**src/rtl/pipe5_writeback_stage_pkg.sv**
```systemverilog
// Shared pipe5 writeback types: write-source select, halt FSM state and the
// register-file write-data selector.
package pipe5_writeback_stage_pkg;

  localparam int DRAIN_CNT_W = 4;

  typedef enum logic [2:0] {
    W_SRC_ALU  = 3'd0,
    W_SRC_LOAD = 3'd1,
    W_SRC_PC4  = 3'd2,
    W_SRC_IMM  = 3'd3,
    W_SRC_CSR  = 3'd4
  } w_src_t;

  typedef enum logic [1:0] {
    WB_RUN    = 2'd0,
    WB_DRAIN  = 2'd1,
    WB_HALTED = 2'd2
  } wb_state_t;

  // Reserved select codes (5-7) write zero; PC+4 wraps naturally at 32 bits.
  function automatic logic [31:0] wb_select(
    input logic [2:0]  src,
    input logic [31:0] alu,
    input logic [31:0] load,
    input logic [31:0] pc,
    input logic [31:0] imm,
    input logic [31:0] csr
  );
    logic [31:0] res;
    res = 32'd0;
    case (src)
      W_SRC_ALU:  res = alu;
      W_SRC_LOAD: res = load;
      W_SRC_PC4:  res = pc + 32'd4;
      W_SRC_IMM:  res = imm;
      W_SRC_CSR:  res = csr;
      default:    res = 32'd0;
    endcase
    return res;
  endfunction

endpackage

```
**src/rtl/rv32i_types_pkg.sv**
```systemverilog
// RV32I base opcode encodings shared across the pipe5 core.
// The all-zero encoding marks a pipeline bubble.
package rv32i_types_pkg;

  typedef enum logic [6:0] {
    OPC_NONE     = 7'h00,
    OPC_LOAD     = 7'h03,
    OPC_MISC_MEM = 7'h0F,
    OPC_OP_IMM   = 7'h13,
    OPC_AUIPC    = 7'h17,
    OPC_STORE    = 7'h23,
    OPC_OP       = 7'h33,
    OPC_LUI      = 7'h37,
    OPC_BRANCH   = 7'h63,
    OPC_JALR     = 7'h67,
    OPC_JAL      = 7'h6F,
    OPC_SYSTEM   = 7'h73
  } opcode_t;

endpackage

```
**src/rtl/pipe5_writeback_stage_if.sv**
```systemverilog
// Mem/WB register inputs and writeback-stage outputs of the pipe5 core.
// master = pipeline side driving the stage, slave = the writeback stage.
interface pipe5_writeback_stage_if #(
  parameter int CNT_W = 64
);
  import rv32i_types_pkg::*;

  logic             pc_en;
  opcode_t          opcode;
  logic             wen;
  logic [2:0]       w_src;
  logic [31:0]      alu_port_out;
  logic [31:0]      dload_ext;
  logic [31:0]      reg_file_wdata;
  logic [31:0]      csr_rdata;
  logic [4:0]       reg_rd;
  logic [31:0]      pc;
  logic [31:0]      instr;
  logic             halt_instr;

  logic             rf_wen;
  logic [4:0]       rf_rd;
  logic [31:0]      rf_wdata;
  logic [4:0]       bypass_rd_wb;
  logic             bypass_wen_wb;
  logic [31:0]      bypass_data_wb;
  logic             hold_valid;
  logic [4:0]       hold_rd;
  logic [31:0]      hold_data;
  logic [CNT_W-1:0] instret;
  logic             halt;
  logic             trace_valid;
  logic [31:0]      trace_pc;
  logic [31:0]      trace_instr;
  logic [4:0]       trace_rd;
  logic [31:0]      trace_wdata;

  modport master (
    output pc_en, opcode, wen, w_src, alu_port_out, dload_ext, reg_file_wdata,
           csr_rdata, reg_rd, pc, instr, halt_instr,
    input  rf_wen, rf_rd, rf_wdata, bypass_rd_wb, bypass_wen_wb, bypass_data_wb,
           hold_valid, hold_rd, hold_data, instret, halt,
           trace_valid, trace_pc, trace_instr, trace_rd, trace_wdata
  );

  modport slave (
    input  pc_en, opcode, wen, w_src, alu_port_out, dload_ext, reg_file_wdata,
           csr_rdata, reg_rd, pc, instr, halt_instr,
    output rf_wen, rf_rd, rf_wdata, bypass_rd_wb, bypass_wen_wb, bypass_data_wb,
           hold_valid, hold_rd, hold_data, instret, halt,
           trace_valid, trace_pc, trace_instr, trace_rd, trace_wdata
  );

endinterface

```
**src/rtl/pipe5_wb_halt_fsm.sv**
```systemverilog
// Halt drain FSM: a retiring halt instruction starts a DRAIN_CYCLES-long drain,
// after which the sticky halt is raised until reset.
module pipe5_wb_halt_fsm
  import pipe5_writeback_stage_pkg::*;
#(
  parameter int DRAIN_CYCLES = 4
) (
  input  logic      CLK,
  input  logic      RST,
  input  logic      retire,
  input  logic      halt_instr,
  output wb_state_t state,
  output logic      halt
);

  localparam logic [1:0] ST_RUN    = 2'd0;
  localparam logic [1:0] ST_DRAIN  = 2'd1;
  localparam logic [1:0] ST_HALTED = 2'd2;

  localparam logic [DRAIN_CNT_W-1:0] DRAIN_LOAD = DRAIN_CNT_W'(DRAIN_CYCLES - 1);

  logic [1:0]             state_q, state_d;
  logic [DRAIN_CNT_W-1:0] cnt_q, cnt_d;
  logic                   halt_q, halt_d;

  always_comb begin
    state_d = state_q;
    cnt_d   = cnt_q;
    case (state_q)
      ST_RUN: begin
        if (retire && halt_instr) begin
          state_d = ST_DRAIN;
          cnt_d   = DRAIN_LOAD;
        end
      end
      ST_DRAIN: begin
        if (cnt_q == '0) begin
          state_d = ST_HALTED;
        end else begin
          cnt_d = cnt_q - DRAIN_CNT_W'(1);
        end
      end
      ST_HALTED: begin
        state_d = ST_HALTED;
      end
      default: begin
        state_d = ST_RUN;
      end
    endcase
    // Halt is registered from the next state so it rises on the HALTED entry edge.
    halt_d = (state_d == ST_HALTED);
  end

  always_ff @(posedge CLK) begin
    if (RST) begin
      state_q <= ST_RUN;
      cnt_q   <= '0;
      halt_q  <= 1'b0;
    end else begin
      state_q <= state_d;
      cnt_q   <= cnt_d;
      halt_q  <= halt_d;
    end
  end

  assign state = wb_state_t'(state_q);
  assign halt  = halt_q;

endmodule

```
**src/rtl/pipe5_writeback_stage.sv**
```systemverilog
// pipe5 writeback stage: register-file write, forwarding, write-hold bypass,
// retired-instruction counter and halt drain. Retire trace: WB_RETIRE_TRACE_EN.
module pipe5_writeback_stage
  import pipe5_writeback_stage_pkg::*;
  import rv32i_types_pkg::*;
#(
  parameter int DRAIN_CYCLES = 4,
  parameter int CNT_W        = 64
) (
  input  logic                  CLK,
  input  logic                  RST,
  pipe5_writeback_stage_if.slave wb
);

  wb_state_t   state;
  logic        halt_q;
  logic        valid;
  logic        in_run;
  logic        retire;
  logic        wr_ok;
  logic        rf_wen;
  logic [31:0] wdata;

  logic             hold_valid_q, hold_valid_d;
  logic [4:0]       hold_rd_q, hold_rd_d;
  logic [31:0]      hold_data_q, hold_data_d;
  logic [CNT_W-1:0] instret_q, instret_d;

  // Forwarding ignores pc_en so decode still sees WB data while stalled.
  always_comb begin
    valid  = (wb.opcode != OPC_NONE);
    in_run = (state == WB_RUN);
    retire = valid & wb.pc_en & in_run;
    wr_ok  = valid & in_run & wb.wen & (wb.reg_rd != 5'd0) & ~wb.halt_instr;
    rf_wen = wr_ok & wb.pc_en;
    wdata  = wb_select(wb.w_src, wb.alu_port_out, wb.dload_ext, wb.pc,
                       wb.reg_file_wdata, wb.csr_rdata);
  end

  always_comb begin
    hold_valid_d = rf_wen;
    hold_rd_d    = rf_wen ? wb.reg_rd : hold_rd_q;
    hold_data_d  = rf_wen ? wdata : hold_data_q;
    instret_d    = (retire && !wb.halt_instr) ? instret_q + CNT_W'(1) : instret_q;
  end

  always_ff @(posedge CLK) begin
    if (RST) begin
      hold_valid_q <= 1'b0;
      hold_rd_q    <= 5'd0;
      hold_data_q  <= 32'd0;
      instret_q    <= '0;
    end else begin
      hold_valid_q <= hold_valid_d;
      hold_rd_q    <= hold_rd_d;
      hold_data_q  <= hold_data_d;
      instret_q    <= instret_d;
    end
  end

  pipe5_wb_halt_fsm #(
    .DRAIN_CYCLES (DRAIN_CYCLES)
  ) u_halt_fsm (
    .CLK        (CLK),
    .RST        (RST),
    .retire     (retire),
    .halt_instr (wb.halt_instr),
    .state      (state),
    .halt       (halt_q)
  );

  assign wb.rf_wen         = rf_wen;
  assign wb.rf_rd          = wb.reg_rd;
  assign wb.rf_wdata       = wdata;
  assign wb.bypass_rd_wb   = wb.reg_rd;
  assign wb.bypass_wen_wb  = wr_ok;
  assign wb.bypass_data_wb = wdata;
  assign wb.hold_valid     = hold_valid_q;
  assign wb.hold_rd        = hold_rd_q;
  assign wb.hold_data      = hold_data_q;
  assign wb.instret        = instret_q;
  assign wb.halt           = halt_q;

`ifdef WB_RETIRE_TRACE_EN
  logic        trace_valid_q, trace_valid_d;
  logic [31:0] trace_pc_q, trace_pc_d;
  logic [31:0] trace_instr_q, trace_instr_d;
  logic [4:0]  trace_rd_q, trace_rd_d;
  logic [31:0] trace_wdata_q, trace_wdata_d;

  // Every retire is traced, the halt marker included; rd/wdata read 0 without a write.
  always_comb begin
    trace_valid_d = retire;
    trace_pc_d    = retire ? wb.pc : trace_pc_q;
    trace_instr_d = retire ? wb.instr : trace_instr_q;
    trace_rd_d    = retire ? (rf_wen ? wb.reg_rd : 5'd0) : trace_rd_q;
    trace_wdata_d = retire ? (rf_wen ? wdata : 32'd0) : trace_wdata_q;
  end

  always_ff @(posedge CLK) begin
    if (RST) begin
      trace_valid_q <= 1'b0;
      trace_pc_q    <= 32'd0;
      trace_instr_q <= 32'd0;
      trace_rd_q    <= 5'd0;
      trace_wdata_q <= 32'd0;
    end else begin
      trace_valid_q <= trace_valid_d;
      trace_pc_q    <= trace_pc_d;
      trace_instr_q <= trace_instr_d;
      trace_rd_q    <= trace_rd_d;
      trace_wdata_q <= trace_wdata_d;
    end
  end

  assign wb.trace_valid = trace_valid_q;
  assign wb.trace_pc    = trace_pc_q;
  assign wb.trace_instr = trace_instr_q;
  assign wb.trace_rd    = trace_rd_q;
  assign wb.trace_wdata = trace_wdata_q;
`else
  logic trace_unused;
  assign trace_unused   = ^wb.instr;
  assign wb.trace_valid = 1'b0;
  assign wb.trace_pc    = 32'd0;
  assign wb.trace_instr = 32'd0;
  assign wb.trace_rd    = 5'd0;
  assign wb.trace_wdata = 32'd0;
`endif

endmodule

```
**src/flat_wrapper.sv**
```systemverilog
// flat-port wrapper written by rule: the top's interface ports become plain ports
module pipe5_writeback_stage_flat import pipe5_writeback_stage_pkg::*; import rv32i_types_pkg::*;
#(
  parameter int DRAIN_CYCLES = 4,
  parameter int CNT_W        = 64
)
  (CLK, RST, wb_pc_en, wb_opcode, wb_wen, wb_w_src, wb_alu_port_out, wb_dload_ext, wb_reg_file_wdata, wb_csr_rdata, wb_reg_rd, wb_pc, wb_instr, wb_halt_instr, wb_rf_wen, wb_rf_rd, wb_rf_wdata, wb_bypass_rd_wb, wb_bypass_wen_wb, wb_bypass_data_wb, wb_hold_valid, wb_hold_rd, wb_hold_data, wb_instret, wb_halt, wb_trace_valid, wb_trace_pc, wb_trace_instr, wb_trace_rd, wb_trace_wdata);
  pipe5_writeback_stage_if #(.CNT_W(CNT_W)) wb_i ();
  input  logic CLK;
  input  logic RST;
  input wire logic [$bits(wb_i.pc_en)-1:0] wb_pc_en;
  input wire logic [$bits(wb_i.opcode)-1:0] wb_opcode;
  input wire logic [$bits(wb_i.wen)-1:0] wb_wen;
  input wire logic [$bits(wb_i.w_src)-1:0] wb_w_src;
  input wire logic [$bits(wb_i.alu_port_out)-1:0] wb_alu_port_out;
  input wire logic [$bits(wb_i.dload_ext)-1:0] wb_dload_ext;
  input wire logic [$bits(wb_i.reg_file_wdata)-1:0] wb_reg_file_wdata;
  input wire logic [$bits(wb_i.csr_rdata)-1:0] wb_csr_rdata;
  input wire logic [$bits(wb_i.reg_rd)-1:0] wb_reg_rd;
  input wire logic [$bits(wb_i.pc)-1:0] wb_pc;
  input wire logic [$bits(wb_i.instr)-1:0] wb_instr;
  input wire logic [$bits(wb_i.halt_instr)-1:0] wb_halt_instr;
  output wire logic [$bits(wb_i.rf_wen)-1:0] wb_rf_wen;
  output wire logic [$bits(wb_i.rf_rd)-1:0] wb_rf_rd;
  output wire logic [$bits(wb_i.rf_wdata)-1:0] wb_rf_wdata;
  output wire logic [$bits(wb_i.bypass_rd_wb)-1:0] wb_bypass_rd_wb;
  output wire logic [$bits(wb_i.bypass_wen_wb)-1:0] wb_bypass_wen_wb;
  output wire logic [$bits(wb_i.bypass_data_wb)-1:0] wb_bypass_data_wb;
  output wire logic [$bits(wb_i.hold_valid)-1:0] wb_hold_valid;
  output wire logic [$bits(wb_i.hold_rd)-1:0] wb_hold_rd;
  output wire logic [$bits(wb_i.hold_data)-1:0] wb_hold_data;
  output wire logic [$bits(wb_i.instret)-1:0] wb_instret;
  output wire logic [$bits(wb_i.halt)-1:0] wb_halt;
  output wire logic [$bits(wb_i.trace_valid)-1:0] wb_trace_valid;
  output wire logic [$bits(wb_i.trace_pc)-1:0] wb_trace_pc;
  output wire logic [$bits(wb_i.trace_instr)-1:0] wb_trace_instr;
  output wire logic [$bits(wb_i.trace_rd)-1:0] wb_trace_rd;
  output wire logic [$bits(wb_i.trace_wdata)-1:0] wb_trace_wdata;
  assign wb_i.pc_en = wb_pc_en;
  assign wb_i.opcode = wb_opcode;
  assign wb_i.wen = wb_wen;
  assign wb_i.w_src = wb_w_src;
  assign wb_i.alu_port_out = wb_alu_port_out;
  assign wb_i.dload_ext = wb_dload_ext;
  assign wb_i.reg_file_wdata = wb_reg_file_wdata;
  assign wb_i.csr_rdata = wb_csr_rdata;
  assign wb_i.reg_rd = wb_reg_rd;
  assign wb_i.pc = wb_pc;
  assign wb_i.instr = wb_instr;
  assign wb_i.halt_instr = wb_halt_instr;
  assign wb_rf_wen = wb_i.rf_wen;
  assign wb_rf_rd = wb_i.rf_rd;
  assign wb_rf_wdata = wb_i.rf_wdata;
  assign wb_bypass_rd_wb = wb_i.bypass_rd_wb;
  assign wb_bypass_wen_wb = wb_i.bypass_wen_wb;
  assign wb_bypass_data_wb = wb_i.bypass_data_wb;
  assign wb_hold_valid = wb_i.hold_valid;
  assign wb_hold_rd = wb_i.hold_rd;
  assign wb_hold_data = wb_i.hold_data;
  assign wb_instret = wb_i.instret;
  assign wb_halt = wb_i.halt;
  assign wb_trace_valid = wb_i.trace_valid;
  assign wb_trace_pc = wb_i.trace_pc;
  assign wb_trace_instr = wb_i.trace_instr;
  assign wb_trace_rd = wb_i.trace_rd;
  assign wb_trace_wdata = wb_i.trace_wdata;
  pipe5_writeback_stage #(.DRAIN_CYCLES(DRAIN_CYCLES), .CNT_W(CNT_W)) u_core (.CLK(CLK), .RST(RST), .wb(wb_i));
endmodule
```
**config.mk**
```make
export PLATFORM = sky130hd
export DESIGN_NAME = pipe5_writeback_stage_flat
export DESIGN_NICKNAME = d
export VERILOG_FILES = /design/src/rtl/pipe5_writeback_stage_pkg.sv /design/src/rtl/rv32i_types_pkg.sv /design/src/rtl/pipe5_writeback_stage_if.sv /design/src/rtl/pipe5_wb_halt_fsm.sv /design/src/rtl/pipe5_writeback_stage.sv /design/src/flat_wrapper.sv
export SDC_FILE = /design/constraint.sdc
export NUM_CORES = 1
export LEC_CHECK = 0
export BUFFER_PORTS_ARGS = -buffer_cell sky130_fd_sc_hd__buf_2
export CORE_AREA = 10 10 186 188
export CTS_CLUSTER_SIZE = 8
export DETAILED_ROUTE_END_ITERATION = 7
export DIE_AREA = 0 0 196 198
export GPL_ROUTABILITY_DRIVEN = 0
export GPL_TIMING_DRIVEN = 0
export PLACE_DENSITY_LB_ADDON = 0.25
export SETUP_SLACK_MARGIN = 0.05
export SLEW_MARGIN = 10
export SYNTH_ARGS = -nofsm -noshare
export SYNTH_HDL_FRONTEND = slang
export SYNTH_SLANG_ARGS = --single-unit
export TNS_END_PERCENT = 20
```
**constraint.sdc**
```tcl
create_clock -name CLK -period 4.7 [get_ports CLK]
set_input_delay 0.235 -clock CLK [delete_from_list [all_inputs] [get_ports CLK]]
set_output_delay 0.235 -clock CLK [all_outputs]
set_load 0.05 [all_outputs]
```
# Yosys cells after proc, flatten, opt, wreduce, memory -nomap -nowiden
# Cells that the tools add are included.
# word_totals
mem_bits_ro	0
latchBits	0
elab_cells	44
output_inout_bits	281
memories	0
mem_bits_rw	0
register_bits	109
# op_classes
n_eq_ne	9
shift	0
multipliers	0
n_mux	7
reduce_logical	10
magnitude_cmp	0
bitwise_logic	8
div_mod_pow	0
add_sub_neg	3
# op_table
operator	n
$pmux W32 S5	1
$add A64 B1 Y64 const B	1
$add A32 B3 Y32 const B	1
$mux W4	2
$pmux W4 S2	1
$and A1 B1 Y1	7
$reduce_bool A7 Y1	1
$eq A3 B2 Y1 const B	2
$pmux W2 S3	1
$reduce_bool A5 Y1	1
$eq A2 B2 Y1 const B	2
$logic_not A4 Y1	1
$mux W2	2
$ne A2 B2 Y1 const B	2
$sub A4 B1 Y4 const B	1
$eq A3 B1 Y1 const B	1
$eq A3 B3 Y1 const B	1
$logic_not A3 Y1	1
$reduce_and A3 Y1	1
$eq A2 B1 Y1 const B	1
$logic_and A1 B1 Y1	2
$logic_not A2 Y1	1
$reduce_bool A2 Y1	1
$logic_not A1 Y1	1
$not A1 Y1	1

# Longest topological paths before layout
# depth
depth_word	7
mapped_depth	9
ltp_nobuf	6

# Cells and area by module
# A second synthesis with hierarchy kept.
# hier_totals
hier_cells	1011
area_unflattened_um2	7923.8
# by_module_without_submodules
mod	cells_each	n_inst	area_each_um2
pipe5_writeback_stage	978	1	7609.8
pipe5_wb_halt_fsm	33	1	314.1

# Worst setup path after synthesis
# No wires, ideal clock.
# synth_timing
path_kind	input-to-output
startpoint	input wb_w_src[0]
endpoint	output wb_rf_wdata[5]
cell_stages	6
setup_slack_ns	1.547
arrival_time_ns	2.918
cell_sequence	clkbuf_1 > buf_1 > clkbuf_1 > nor2_1 > o32ai_1 > buf_4
# synth_via
elab_chain_cells	2
word_cells_on_any_way	6
# synth_rtl
item	line_no	text
start: declaration	flat_wrapper.sv:14	input wire logic [$bits(wb_i.w_src)-1:0] wb_w_src;
$eq A3 B3 Y1, or another cell as far along	pipe5_writeback_stage_pkg.sv:32	case (src)
$pmux W32 S5 (*)	pipe5_writeback_stage_pkg.sv:32	
end: declaration	flat_wrapper.sv:25	output wire logic [$bits(wb_i.rf_wdata)-1:0] wb_rf_wdata;
# Every way passes the cells marked *; elsewhere a longest branch is shown, timed or not.

# Worst setup path in the final report
# layout_timing
startpoint	input wb_w_src[1]
endpoint	output wb_rf_wdata[23]
# The elaborated chain is that of the path after synthesis.

==> impl_metrics.py <==
metrics = {
    "yosys": {
        "ys_ff_latch": 109,
        "async_flop_share": 0,
        "synth_ff_type": "dfxtp_1",
        "avgSynthCellArea_um2": 7.71,
        "syn_area_um2": 8030,
        "synth_cell_types": 73,
        "synth_edf_count": 0,
        "synthTopCellsByArea": "dfxtp_1, buf_4, a21oi_1",
        "yosysWarnings": 0,
        "synth_cells": 1041,
        "yosysTopAreaCellShare": 0.272,
        "yosys.area.top_type": "dfxtp_1",
        "seq_area_frac_synth": 0.272,
    },
    "pwr": {
        "irDropWorstVdd_v": 0.000149,
        "powerDensity_nw_per_um2": 263,
        "power_uw": 2900,
        "leakagePower_uw": 0.00511,
    },
    "grt": {
        "grt_pass1_wl_um": 57500,
        "grt_max_degree": 23,
        "grt_pass1_vias": 9043,
        "overflow": 0,
        "track_usage": 0.192,
        "antenna_found_initial": 6,
    },
    "route": {
        "first_pass_iters": 5,
        "num_vias": 9174,
        "wl_per_cell_um": 20.6,
        "drc": 0,
        "ant_nets": 0,
        "drt_wl_total_um": 39500,
        "viasPerCell": 4.79,
        "drt-initial-drc-count": 529,
    },
    "die": {
        "die_area_um2": 38800,
        "start_util": 0.258,
        "ioPinCount": 493,
        "die_h_um": 198,
        "rows": 65,
        "coreArea_um2": 31100,
        "die_w_um": 196,
    },
    "setup_path": {
        "worst_ep_arrival_time_ns": 2.96,
        "critPathMostFrequentCell": "clkbuf_1",
        "worst-setup-path-type": "in -> out",
        "path_cells": "clkbuf_1 -> nor3b_1 -> clkbuf_1 -> o311ai_0 -> and3_1 -> nand3_1 -> buf_4 -> buf_2",
        "cp_slowest_stage_delay_ns": 0.62,
        "critical-path-slowest-cell": "nor3b_1",
        "crit_path_max_fanout": 10,
        "worstSetupEndpointType": "output port",
        "startpoint_type": "input port",
        "required_ns": 4.47,
    },
    "timing": {
        "slew-limit-headroom": 0.316,
        "drv_slew": 0,
        "rsz0062_at_grt": "false",
        "final.min_clock_period_ns": 3.20,
        "clock_skew_ns": 0.0154,
        "finalSetupTns_ns": 0,
        "finalSetupViolCount": 0,
        "hold_viol": 0,
        "clock.fmax_mhz": 313,
        "worst_pin_slew_ns": 1.02,
        "post-route-period-util": 0.680,
    },
    "placed_design": {
        "hpwl_um": 33500,
        "port_buffers": 356,
    },
    "cts": {
        "root_buffer": "clkbuf_16",
        "clock_latency_ns": 0.36,
        "clkTransAtPathRegs_ns": 0.08,
        "clock-sinks": 109,
        "holdBufCountCts": 0,
        "cts_buffer_depth": 2,
        "tritoncts": "built",
        "post_cts_buffers": 0,
        "cts_max_level": 3,
        "cts_buffers": 9,
        "cts.repair.resized": 0,
    },
    "final_layout": {
        "fin_nets": 1725,
        "syn2layout_area_growth_pct": 37.0,
        "drive_above_1_share": 0.371,
        "num_antenna_cells": 0,
    },
    "min_path": {
        "worstHoldPathType": "in -> reg",
    },
    "job": {
        "drv_cap": 0,
    },
    "status": {
        "outcome": "finished, final reports clean",
    },
}
[per-stage QoR]
step	instances	hold slack [ns]	utilization	setup WS, ns	area, µm²
after floorplan	1142	0.371	-	1.55	8410
after global placement	1900	0.441	0.344	1.40	10700
after detailed placement	1900	0.446	0.344	1.44	10700
after CTS	1916	0.124	0.354	1.40	11000
after global routing	1916	0.150	0.354	1.31	11000
final	1916	0.142	0.354	1.50	11000
[final cells by class]
class / count / area, µm²
Buffer: 207 / 1350
Clock buffer: 9 / 225
Clock inverter: 7 / 81.3
Fill cell: 3409 / 20100
Inverter: 31 / 116
Multi-Input combinational cell: 795 / 4760
Sequential cell: 109 / 2180
Tap cell: 402 / 503
Timing Repair Buffer: 356 / 1780
[kinds of logic (layout without fill, tap and decap cells)]
kind of cell,after synthesis,in the layout,synth area share
XOR/XNOR,33,33,0.0360
other,1,102,0.000467
buffers and inverters,238,610,0.182
AO/OA/AOI/OAI,233,233,0.188
AND/OR/NAND/NOR,386,386,0.267
multiplexers,37,37,0.0488
adder cells (fa/ha/maj),4,4,0.00624
flip-flops,109,109,0.272
[metal layers]
layer  global-route usage  wire, µm
met5                    0        53
met4               0.0614      1120
met3               0.0631      3760
met2                0.340     19700
met1                0.212     14900
[synthesized netlist by cell type (all sizes together), types with 15 or more instances]
library cell,n
inv,31
a21oi,72
nor2,86
nand3,40
xnor2,24
o31ai,26
and4,17
nand4,28
mux2,17
nor4,15
buf,164
nand2,62
clkbuf,43
dfxtp,109
a22oi,19
nor3,26
or3,23
o21ai,38
or4,30
mux2i,20
[power by group]
part           switching (µW)  internal (µW)  leakage (µW)
combinational             802            309       0.00408
sequential               18.4            955      0.000882
clock                     425            387      0.000151
total                    1240           1650       0.00511
[flip-flops by register name, summed over array words and instances, names as in the netlist]
| name | count |
|---|---|
| u_core.wb.hold_valid | 1 |
| u_core.u_halt_fsm.state | 2 |
| u_core.wb.instret | 64 |
| u_core.u_halt_fsm.halt | 1 |
| u_core.u_halt_fsm.cnt_q | 4 |
| u_core.wb.hold_rd | 5 |
| u_core.wb.hold_data | 32 |
[cell usage in the layout (no fill, tap or decap), types with 13 or more instances in the layout]
cell type / count
inv_1: 30
nor3_1: 26
conb_1: 102
buf_4: 146
mux2i_1: 20
nand4_1: 25
o21a_1: 14
nand2_1: 62
mux2_2: 17
clkbuf_1: 43
or4_1: 29
nor2_1: 86
and4_1: 16
xnor2_1: 24
nand3_1: 40
o21ai_0: 38
a21oi_1: 72
buf_2: 367
o31ai_1: 26
nor4_1: 13
a22oi_1: 19
or3_1: 23
dfxtp_1: 109
and3_1: 13
[worst paths after layout]
path         slack (ns)                    end  cells past startpoint                   from
max reg2reg        1.71  u_core.wb.instret[62]                      7  u_core.wb.instret[30]
min reg2reg        0.46   u_core.wb.hold_rd[4]                      2   u_core.wb.hold_rd[4]
min                0.14   u_core.wb.hold_rd[0]                      3           wb_reg_rd[0]
max                1.50        wb_rf_wdata[23]                      8            wb_w_src[1]
[critical path, delay by kind of cell]
family	cells	cell delay (ns)
buffers and inverters	4	1.26
and+or+nand+nor	3	1.12
AOI/OAI and AO/OA	1	0.34
No activity file was read; power rests on OpenSTA's default activity.
